### src/rtl/display_pkg.sv
// display_pkg: shared constants and helpers for the scrolling BCD display.
//   - Active-high 7-segment patterns, bit order {a,b,c,d,e,f,g} (bit 6 = a).
//   - pos_width(): width of the window offset, at least 1 bit.
package display_pkg;

    localparam logic [6:0] SEG_0     = 7'b1111110;
    localparam logic [6:0] SEG_1     = 7'b0110000;
    localparam logic [6:0] SEG_2     = 7'b1101101;
    localparam logic [6:0] SEG_3     = 7'b1111001;
    localparam logic [6:0] SEG_4     = 7'b0110011;
    localparam logic [6:0] SEG_5     = 7'b1011011;
    localparam logic [6:0] SEG_6     = 7'b1011111;
    localparam logic [6:0] SEG_7     = 7'b1110000;
    localparam logic [6:0] SEG_8     = 7'b1111111;
    localparam logic [6:0] SEG_9     = 7'b1111011;
    localparam logic [6:0] SEG_MINUS = 7'b0000001;
    localparam logic [6:0] SEG_BLANK = 7'b0000000;

    // Offsets range over 0..nd-win, so nd-win+1 distinct values.
    function automatic int unsigned pos_width(input int unsigned nd, input int unsigned win);
        int unsigned span;
        span = nd - win + 1;
        return (span > 1) ? $clog2(span) : 1;
    endfunction

endpackage

### src/rtl/seg7_decode.sv
// seg7_decode: combinational BCD nibble to active-high 7-segment pattern.
//   i_nib  [3:0]  BCD digit; values above 9 decode to blank.
//   o_seg  [6:0]  {a,b,c,d,e,f,g}, active-high.
module seg7_decode
    import display_pkg::*;
(
    input  logic [3:0] i_nib,
    output logic [6:0] o_seg
);

    always_comb begin
        o_seg = SEG_BLANK;
        case (i_nib)
            4'd0:    o_seg = SEG_0;
            4'd1:    o_seg = SEG_1;
            4'd2:    o_seg = SEG_2;
            4'd3:    o_seg = SEG_3;
            4'd4:    o_seg = SEG_4;
            4'd5:    o_seg = SEG_5;
            4'd6:    o_seg = SEG_6;
            4'd7:    o_seg = SEG_7;
            4'd8:    o_seg = SEG_8;
            4'd9:    o_seg = SEG_9;
            default: o_seg = SEG_BLANK;
        endcase
    end

endmodule

### src/rtl/bcd_scroll_display.sv
// bcd_scroll_display: scrollable, time-multiplexed N-digit BCD display with sign.
//   clk, rst        clock; synchronous active-high reset
//   bcd_in, sign_in value captured on load (digit 0 = bcd_in[3:0])
//   load            capture pulse, also returns the window to offset 0
//   scroll_left     window toward more-significant digits (saturating)
//   scroll_right    window toward less-significant digits (saturating)
//   blank_lz        leading-zero blanking enable
//   segments        registered {a..g}, polarity set by ACTIVE_LOW
//   anode_active    registered one-hot anodes; [WIN] is the sign slot
//   window_pos      current window offset; at_left/at_right flag the limits
module bcd_scroll_display
    import display_pkg::*;
#(
    parameter int NUM_DIGITS  = 5,
    parameter int WIN         = 3,
    parameter int REFRESH_DIV = 250000,
    parameter int ACTIVE_LOW  = 1
)
(
    input  logic                                   clk,
    input  logic                                   rst,
    input  logic [4*NUM_DIGITS-1:0]                bcd_in,
    input  logic                                   sign_in,
    input  logic                                   load,
    input  logic                                   scroll_left,
    input  logic                                   scroll_right,
    input  logic                                   blank_lz,
    output logic [6:0]                             segments,
    output logic [WIN:0]                           anode_active,
    output logic [pos_width(NUM_DIGITS, WIN)-1:0]  window_pos,
    output logic                                   at_left,
    output logic                                   at_right
);

    localparam int unsigned PW     = pos_width(NUM_DIGITS, WIN);
    localparam int unsigned MAXPOS = NUM_DIGITS - WIN;
    localparam int unsigned CW     = $clog2(REFRESH_DIV);
    localparam int unsigned SW     = $clog2(WIN + 1);
    localparam logic        POL    = (ACTIVE_LOW != 0);

    logic [4*NUM_DIGITS-1:0] r_shadow;
    logic                    r_sign;
    logic [PW-1:0]           r_pos;
    logic [CW-1:0]           r_cnt;
    logic [SW-1:0]           r_slot;
    logic [6:0]              r_seg;
    logic [WIN:0]            r_anode;

    logic [NUM_DIGITS-1:0]   w_zero_from;
    int unsigned             w_idx;
    logic [3:0]              w_nib;
    logic                    w_lz_blank;
    logic [6:0]              w_dec_seg;
    logic [6:0]              w_seg;
    logic [WIN:0]            w_anode;

    // Shadow value and window offset; load outranks scrolling.
    always_ff @(posedge clk) begin
        if (rst) begin
            r_shadow <= '0;
            r_sign   <= 1'b0;
            r_pos    <= '0;
        end else if (load) begin
            r_shadow <= bcd_in;
            r_sign   <= sign_in;
            r_pos    <= '0;
        end else if (scroll_left && !scroll_right && r_pos != PW'(MAXPOS)) begin
            r_pos    <= r_pos + 1'b1;
        end else if (scroll_right && !scroll_left && r_pos != '0) begin
            r_pos    <= r_pos - 1'b1;
        end
    end

    // Refresh divider and slot index; never disturbed by load or scroll.
    always_ff @(posedge clk) begin
        if (rst) begin
            r_cnt  <= '0;
            r_slot <= '0;
        end else if (r_cnt == CW'(REFRESH_DIV - 1)) begin
            r_cnt  <= '0;
            r_slot <= (r_slot == SW'(WIN)) ? '0 : r_slot + 1'b1;
        end else begin
            r_cnt  <= r_cnt + 1'b1;
        end
    end

    // w_zero_from[i]: every shadow digit at index >= i is zero.
    always_comb begin
        w_idx      = 32'(r_pos) + 32'(r_slot);
        w_nib      = '0;
        w_lz_blank = 1'b0;
        for (int unsigned i = 0; i < NUM_DIGITS; i++) begin
            w_zero_from[i] = ((r_shadow >> (4 * i)) == '0);
        end
        for (int unsigned i = 0; i < NUM_DIGITS; i++) begin
            if (i == w_idx) begin
                w_nib      = r_shadow[4*i +: 4];
                w_lz_blank = blank_lz && (i != 0) && w_zero_from[i];
            end
        end
    end

    seg7_decode u_dec (
        .i_nib (w_nib),
        .o_seg (w_dec_seg)
    );

    always_comb begin
        w_seg   = SEG_BLANK;
        w_anode = '0;
        for (int unsigned k = 0; k <= WIN; k++) begin
            w_anode[k] = (32'(r_slot) == k);
        end
        if (32'(r_slot) == WIN) begin
            w_seg = r_sign ? SEG_MINUS : SEG_BLANK;
        end else if (!w_lz_blank) begin
            w_seg = w_dec_seg;
        end
    end

    always_ff @(posedge clk) begin
        if (rst) begin
            r_seg   <= {7{POL}};
            r_anode <= {(WIN+1){POL}};
        end else begin
            r_seg   <= w_seg ^ {7{POL}};
            r_anode <= w_anode ^ {(WIN+1){POL}};
        end
    end

    assign segments     = r_seg;
    assign anode_active = r_anode;
    assign window_pos   = r_pos;
    assign at_left      = (r_pos == PW'(MAXPOS));
    assign at_right     = (r_pos == '0);

endmodule
### config.mk
export PLATFORM = sky130hd
export DESIGN_NAME = bcd_scroll_display
export DESIGN_NICKNAME = d
export VERILOG_FILES = /design/src/rtl/display_pkg.sv /design/src/rtl/seg7_decode.sv /design/src/rtl/bcd_scroll_display.sv
export SDC_FILE = /design/constraint.sdc
export NUM_CORES = 1
export LEC_CHECK = 0
export CAP_MARGIN = 20
export CORE_MARGIN = 4
export CORE_UTILIZATION = 53
export CTS_CLUSTER_DIAMETER = 200
export DETAILED_ROUTE_END_ITERATION = 6
export GPL_TIMING_DRIVEN = 0
export PLACE_DENSITY = 0.79
export SLEW_MARGIN = 20
export SYNTH_ARGS = -nofsm -noshare
export SYNTH_HDL_FRONTEND = slang
export SYNTH_SLANG_ARGS = --single-unit
### constraint.sdc
create_clock -name clk -period 3.6 [get_ports clk]
set_input_delay 0.72 -clock clk [delete_from_list [all_inputs] [get_ports clk]]
set_output_delay 0.72 -clock clk [all_outputs]
set_load 0.02 [all_outputs]
# --- Yosys cells after proc, flatten, opt, wreduce, memory -nomap -nowiden ---
# Memories as Yosys holds them, arrays and structs flattened.
# Index checks and enable logic that the tools add are counted.
totals:
  regBits: 54
  mem_bits_ro: 112
  wordCells: 61
  n_memories: 1
classes:
  addsub: 5
  n_eq_ne: 10
  muxes: 15
  bitwise_logic: 2
  n_reduce_logical: 21
memory_table:
  columns: ["memory", "depth", "width", "rd", "rd_ports_with_merged_regs", "wr", "line_no", "rtl"]
  rows:
  - ["(no name shown)", 16, 7, 1, 0, 0, "seg7_decode.sv:13", "case (i_nib)"]
ops:
  columns: ["operator", "n"]
  rows:
  - ["$logic_not 20->1", 4]
  - ["$logic_not 32->1", 1]
  - ["$mux 4", 5]
  - ["$add 18x1->18 const B", 1]
  - ["$eq 18x18->1 const B", 1]
  - ["$mux 7", 2]
  - ["$logic_and 1x1->1", 8]
  - ["$not 7->7", 1]
  - ["$eq 2x2->1 const B", 3]
  - ["$eq 2x3->1 const A", 2]
  - ["$mux 2", 3]
  - ["$mux 1", 5]
  - ["$add 2x1->2 const B", 2]
  - ["$logic_not 2->1", 2]
  - ["$not 4->4", 1]
  - ["$reduce_bool 2->1", 2]
  - ["$reduce_or 2->1", 2]
  - ["$add 2x2->3", 1]
  - ["$eq 1x3->1 const A", 1]
  - ["$eq 3x3->1 const A", 1]
  - ["$eq 2x1->1 const B", 1]
  - ["$logic_not 1->1", 2]
  - ["$ne 2x2->1 const B", 1]
  - ["$sub 2x1->2 const B", 1]

# --- Logic depth before layout (Yosys ltp) ---
# An unclocked memory read counts as a cell.
logic_depth:
  word_depth: 11
  depth_mapped: 10
  mapped_depth_nobuf: 10

# --- By module ---
# From an unflattened synthesis, not the netlist that was laid out.
unflattened:
  cells_unflattened: 283
  area_unflattened_um2: 2687.6
by_module_without_submodules:
  columns: ["mod", "instances", "cells_per_inst", "area_per_inst_um2"]
  rows:
  - ["bcd_scroll_display", 1, 255, 2468.6]
  - ["seg7_decode", 1, 28, 219.0]

# --- Worst setup path before layout ---
# OpenSTA, ideal clock, no wires.
synth_timing:
  path_type: "reg2reg"
  startpoint: "register r_pos[0] (netlist: window_pos[0])"
  endpoint: "register r_seg[6] (netlist: segments[6])"
  setup_time_ns: 0.146
  t_arrival_ns: 2.581
  setup_slack_ns: 0.873
  path_stages_with_launch: 10
  path_buffers: 0
  synth_period_minus_slack_ns: 2.727
  cell_sequence: "dfxtp_1 > ha_1 > fa_1 > nor3b_2 > a211o_1 > inv_1 > ha_1 > or3_1 > o211ai_1 > o211ai_1"
synth_between:
  elab_chain_len: 11
  word_cells_on_any_way: 19
  cone_classes: "add/sub: 1; eq/ne: 4; mux: 11; bitwise: 1; reduce/logical: 1; memory: 1"
synth_rtl:
  columns: ["element", "line_no", "rtl"]
  rows:
  - ["from (decl)", "bcd_scroll_display.sv:43", "logic [PW-1:0] r_pos;"]
  - ["from (signal assigned)", "bcd_scroll_display.sv:68", "r_pos <= r_pos + 1'b1;"]
  - ["from (signal assigned)", "bcd_scroll_display.sv:70", "r_pos <= r_pos - 1'b1;"]
  - ["$add 2x2->3 *", "bcd_scroll_display.sv:89", "w_idx = 32'(r_pos) + 32'(r_slot);"]
  - ["$logic_not 32->1", "bcd_scroll_display.sv:96", "if (i == w_idx) begin"]
  - ["$mux 4 (5 in series)", "bcd_scroll_display.sv:96", null]
  - ["$mem_v2 16x7", null, null]
  - ["$mux 7 *", "bcd_scroll_display.sv:116", "end else if (!w_lz_blank) begin"]
  - ["$mux 7 *", "bcd_scroll_display.sv:114", "if (32'(r_slot) == WIN) begin"]
  - ["$not 7->7 (no line) *", null, null]
  - ["to (signal assigned)", "bcd_scroll_display.sv:123", "r_seg <= {7{POL}};"]
  - ["to (signal assigned)", "bcd_scroll_display.sv:126", "r_seg <= w_seg ^ {7{POL}};"]
  - ["to (decl)", "bcd_scroll_display.sv:46", "logic [6:0] r_seg;"]
# Mark *: on every way between the ends. The rest lies on a longest branch, timed or not.
# A chain may end at the register's enable or synchronous reset.

# --- Final worst setup path ---
# Ends and elaborated chain as after synthesis.

==> reports/metrics.cfg <==
[drt]
wirelength_um = 5080
highest_layer = met4
drc = 0
drt-met1-wl_um = 2320
vias = 1984
wl_per_cell_um = 13.7
dr_wl_met2_um = 2480
drt_iter0_markers = 82
ant_nets = 0
wl_met3_um = 212
vias_per_cell = 5.35
first_pass_iters = 4

[worst_hold_path]
worstHoldPathType = register to register
hold_end = r_cnt[0]
holdPathStages = 1
min_from = r_cnt[0]

[finish]
final_area_um2 = 3110
multi_input_area_um2 = 1390
final-seq-area_um2 = 1080
area_delta_synth_final_pct = 21.5
fin_nets = 355
antennaDiodeCount = 0
nFillCells = 404
final_cells = 371
drive_gt1_frac = 0.0568

[setup_path]
cp_max_fo = 8
rr_endpoint = segments[6]
r2r_cells = 10
r2r_setup_slack_ps = 690
worst_setup_path_end_kind = register
critPathArrivalTime_ps = 3070
startpoint_type = register
rr_startpoint = window_pos[0]
required_ps = 3760
critical_path_class = register to register

[timing]
min_period_over_period = 0.808
slew_headroom = 0.500
fin_tns_setup_ps = 0
slew_viol_final = 0
rsz0062_at_grt = no
hold_viol_final = 0
fin_worst_skew_ps = 6.96
finalCriticalPeriod_ps = 2910
tightest_slew_ps = 750
setup_viol = 0
fmax_mhz = 344

[floorplan]
initial_core_util = 0.545
row_count = 25
dieArea_um2 = 6000
die_y_um = 77.5
core-area_um2 = 4690
num_io_pins = 42
die_w_um = 77.5

[pwr]
p_per_area_nw_per_um2 = 368
p_leak_nw = 1.27
max-vdd-ir-drop_mv = 0.346

[synthesis]
synthFlopType = dfxtp_1
synth_edf_count = 0
yosysWarnings = 0
yosysTopAreaCell = dfxtp_1
syn_avg_cell_area_um2 = 9.48
seq_area_frac_synth = 0.422
synthTopCellsByArea = dfxtp_1 42%, mux2i_1 11%, nor2_1 7.5%, ha_1 5.4%, xor2_1 3.8%
synthCells = 270
netlist.area_leader.share = 0.422
ys_ff_latch = 54
syn_nets = 309
synthDistinctLibCells = 51
async_flop_share = 0
synth_area_um2 = 2560

[grt]
grt_pass1_vias = 1973
grt_usage = 0.185
grt_overflow = 0
grt_pass1_wl_um = 8920
grt_max_degree = 16
antenna_found_initial = 0

[clock_tree]
cts-resized-gates = 0
clock_latency_ps = 300
clock_path_buffers = 2
clkSinkCount = 54
cts_made_buffers = 5
cts_setup_buffers = 0
cts_tree = built
clkTransAtPathRegs_ps = 90
cts_max_level = 2
cts_root_buf = clkbuf_8
cts_hold_buf = 0

[placement]
hpwl_um = 3840
place_area_um2 = 3020
dpl.cell_count = 363
place.port_buffers = 39
place_congestion = 0.800

[run]
cap_violations = 0

[outcome]
status = finished, final reports clean

[synthesized netlist by cell type, drive strengths merged (3+ instances only)]
master and instances:
nor3 6, nand2b 6, nand3 3, nor3b 3, nor2 51, nor2b 3
mux2i 29, ha 11, and4 3, and3 6, nand4 6, nor4 4
nand2 9, inv 7, mux2 3, clkbuf 6, dfxtp 54, xnor2 6
xor2 11, o21ai 8, buf 5
[logic make-up (layout without fill, tap and decap cells)]
family	Yosys count	after routing	synth area share
buf+inv	18	65	0.0337
xor+xnor	17	17	0.0582
flops	54	54	0.422
compound gates	29	29	0.0861
mux	32	32	0.127
simple gates	108	108	0.211
fa+ha+maj	12	12	0.0616
[final cells by class]
cell class	instances	area share
inverter	7	0.00845
clock inverter	1	0.00161
clock buffer	7	0.0278
multi-input combinational	198	0.448
sequential	54	0.348
buffer	11	0.0193
timing repair buffer	39	0.126
tap	54	0.0217
[metal layers]
| metal | vias to the layer above | global-route usage |
|---|---|---|
| li1 | 1033 | - |
| met4 | 0 | 0.0623 |
| met5 | - | 0 |
| met2 | 38 | 0.321 |
| met1 | 906 | 0.221 |
| met3 | 7 | 0.0499 |
[where the power goes]
group          total [mW]  internal [mW]  switching, mW  leakage [nW]
registers           0.641          0.624         0.0164         0.443
logic               0.165         0.0877         0.0776         0.783
clock network       0.338          0.155          0.182        0.0482
[state kept, by name, indices dropped and copies added (netlist names)]
register	flops
r_cnt	18
segments	7
window_pos	2
r_slot	2
anode_active	4
r_shadow	20
r_sign	1
[cell usage in the layout, fill, tap and decap left out, drive strengths merged, types with 2 or more instances in the layout]
master / n
o211ai: 2
nor4: 4
nand4: 6
xor2: 11
clkbuf: 13
nor2: 51
nand2: 9
ha: 11
a22oi: 2
nor2b: 3
a21oi: 2
nand2b: 6
nor3: 6
mux2: 3
and3: 6
o21ai: 8
a2111oi: 2
buf: 5
clkdlybuf4s50: 39
nand3b: 2
dfxtp: 54
or2: 2
xnor2: 6
inv: 7
nor3b: 3
mux2i: 29
and4: 3
nand3: 3
[metrics by stage]
stage / worst slack, ps / util / power [mW] / hold slack (ps)
2_1_floorplan: 873 / - / 0.751 / 426
4_1_cts: 690 / 0.662 / 1.16 / 473
3_5_place_dp: 696 / 0.643 / 0.820 / 453
5_1_grt: 487 / 0.662 / 1.21 / 499
6_report: 690 / 0.662 / 1.14 / 473
3_3_place_gp: 739 / 0.643 / 0.817 / 442
[critical path: stages (launching register included)]
cell	delay, ps
dfxtp_1	390
ha_1	230
fa_1	490
nand3b_1	130
o21ai_0	70
o21ai_0	500
inv_1	150
ha_1	220
or3_1	380
o211ai_1	90
o211ai_1	100
[worst max path at each step]
stage / start / to / slack [ps] / cells after the start
2_1_floorplan: window_pos[0] / segments[6] / 870 / 9
3_3_place_gp: window_pos[0] / segments[6] / 740 / 10
3_5_place_dp: window_pos[0] / segments[6] / 700 / 10
5_1_grt: window_pos[0] / segments[6] / 490 / 10
4_1_cts: window_pos[0] / segments[6] / 690 / 10
6_report: window_pos[0] / segments[6] / 690 / 10
(Power assumes the default switching activity.)
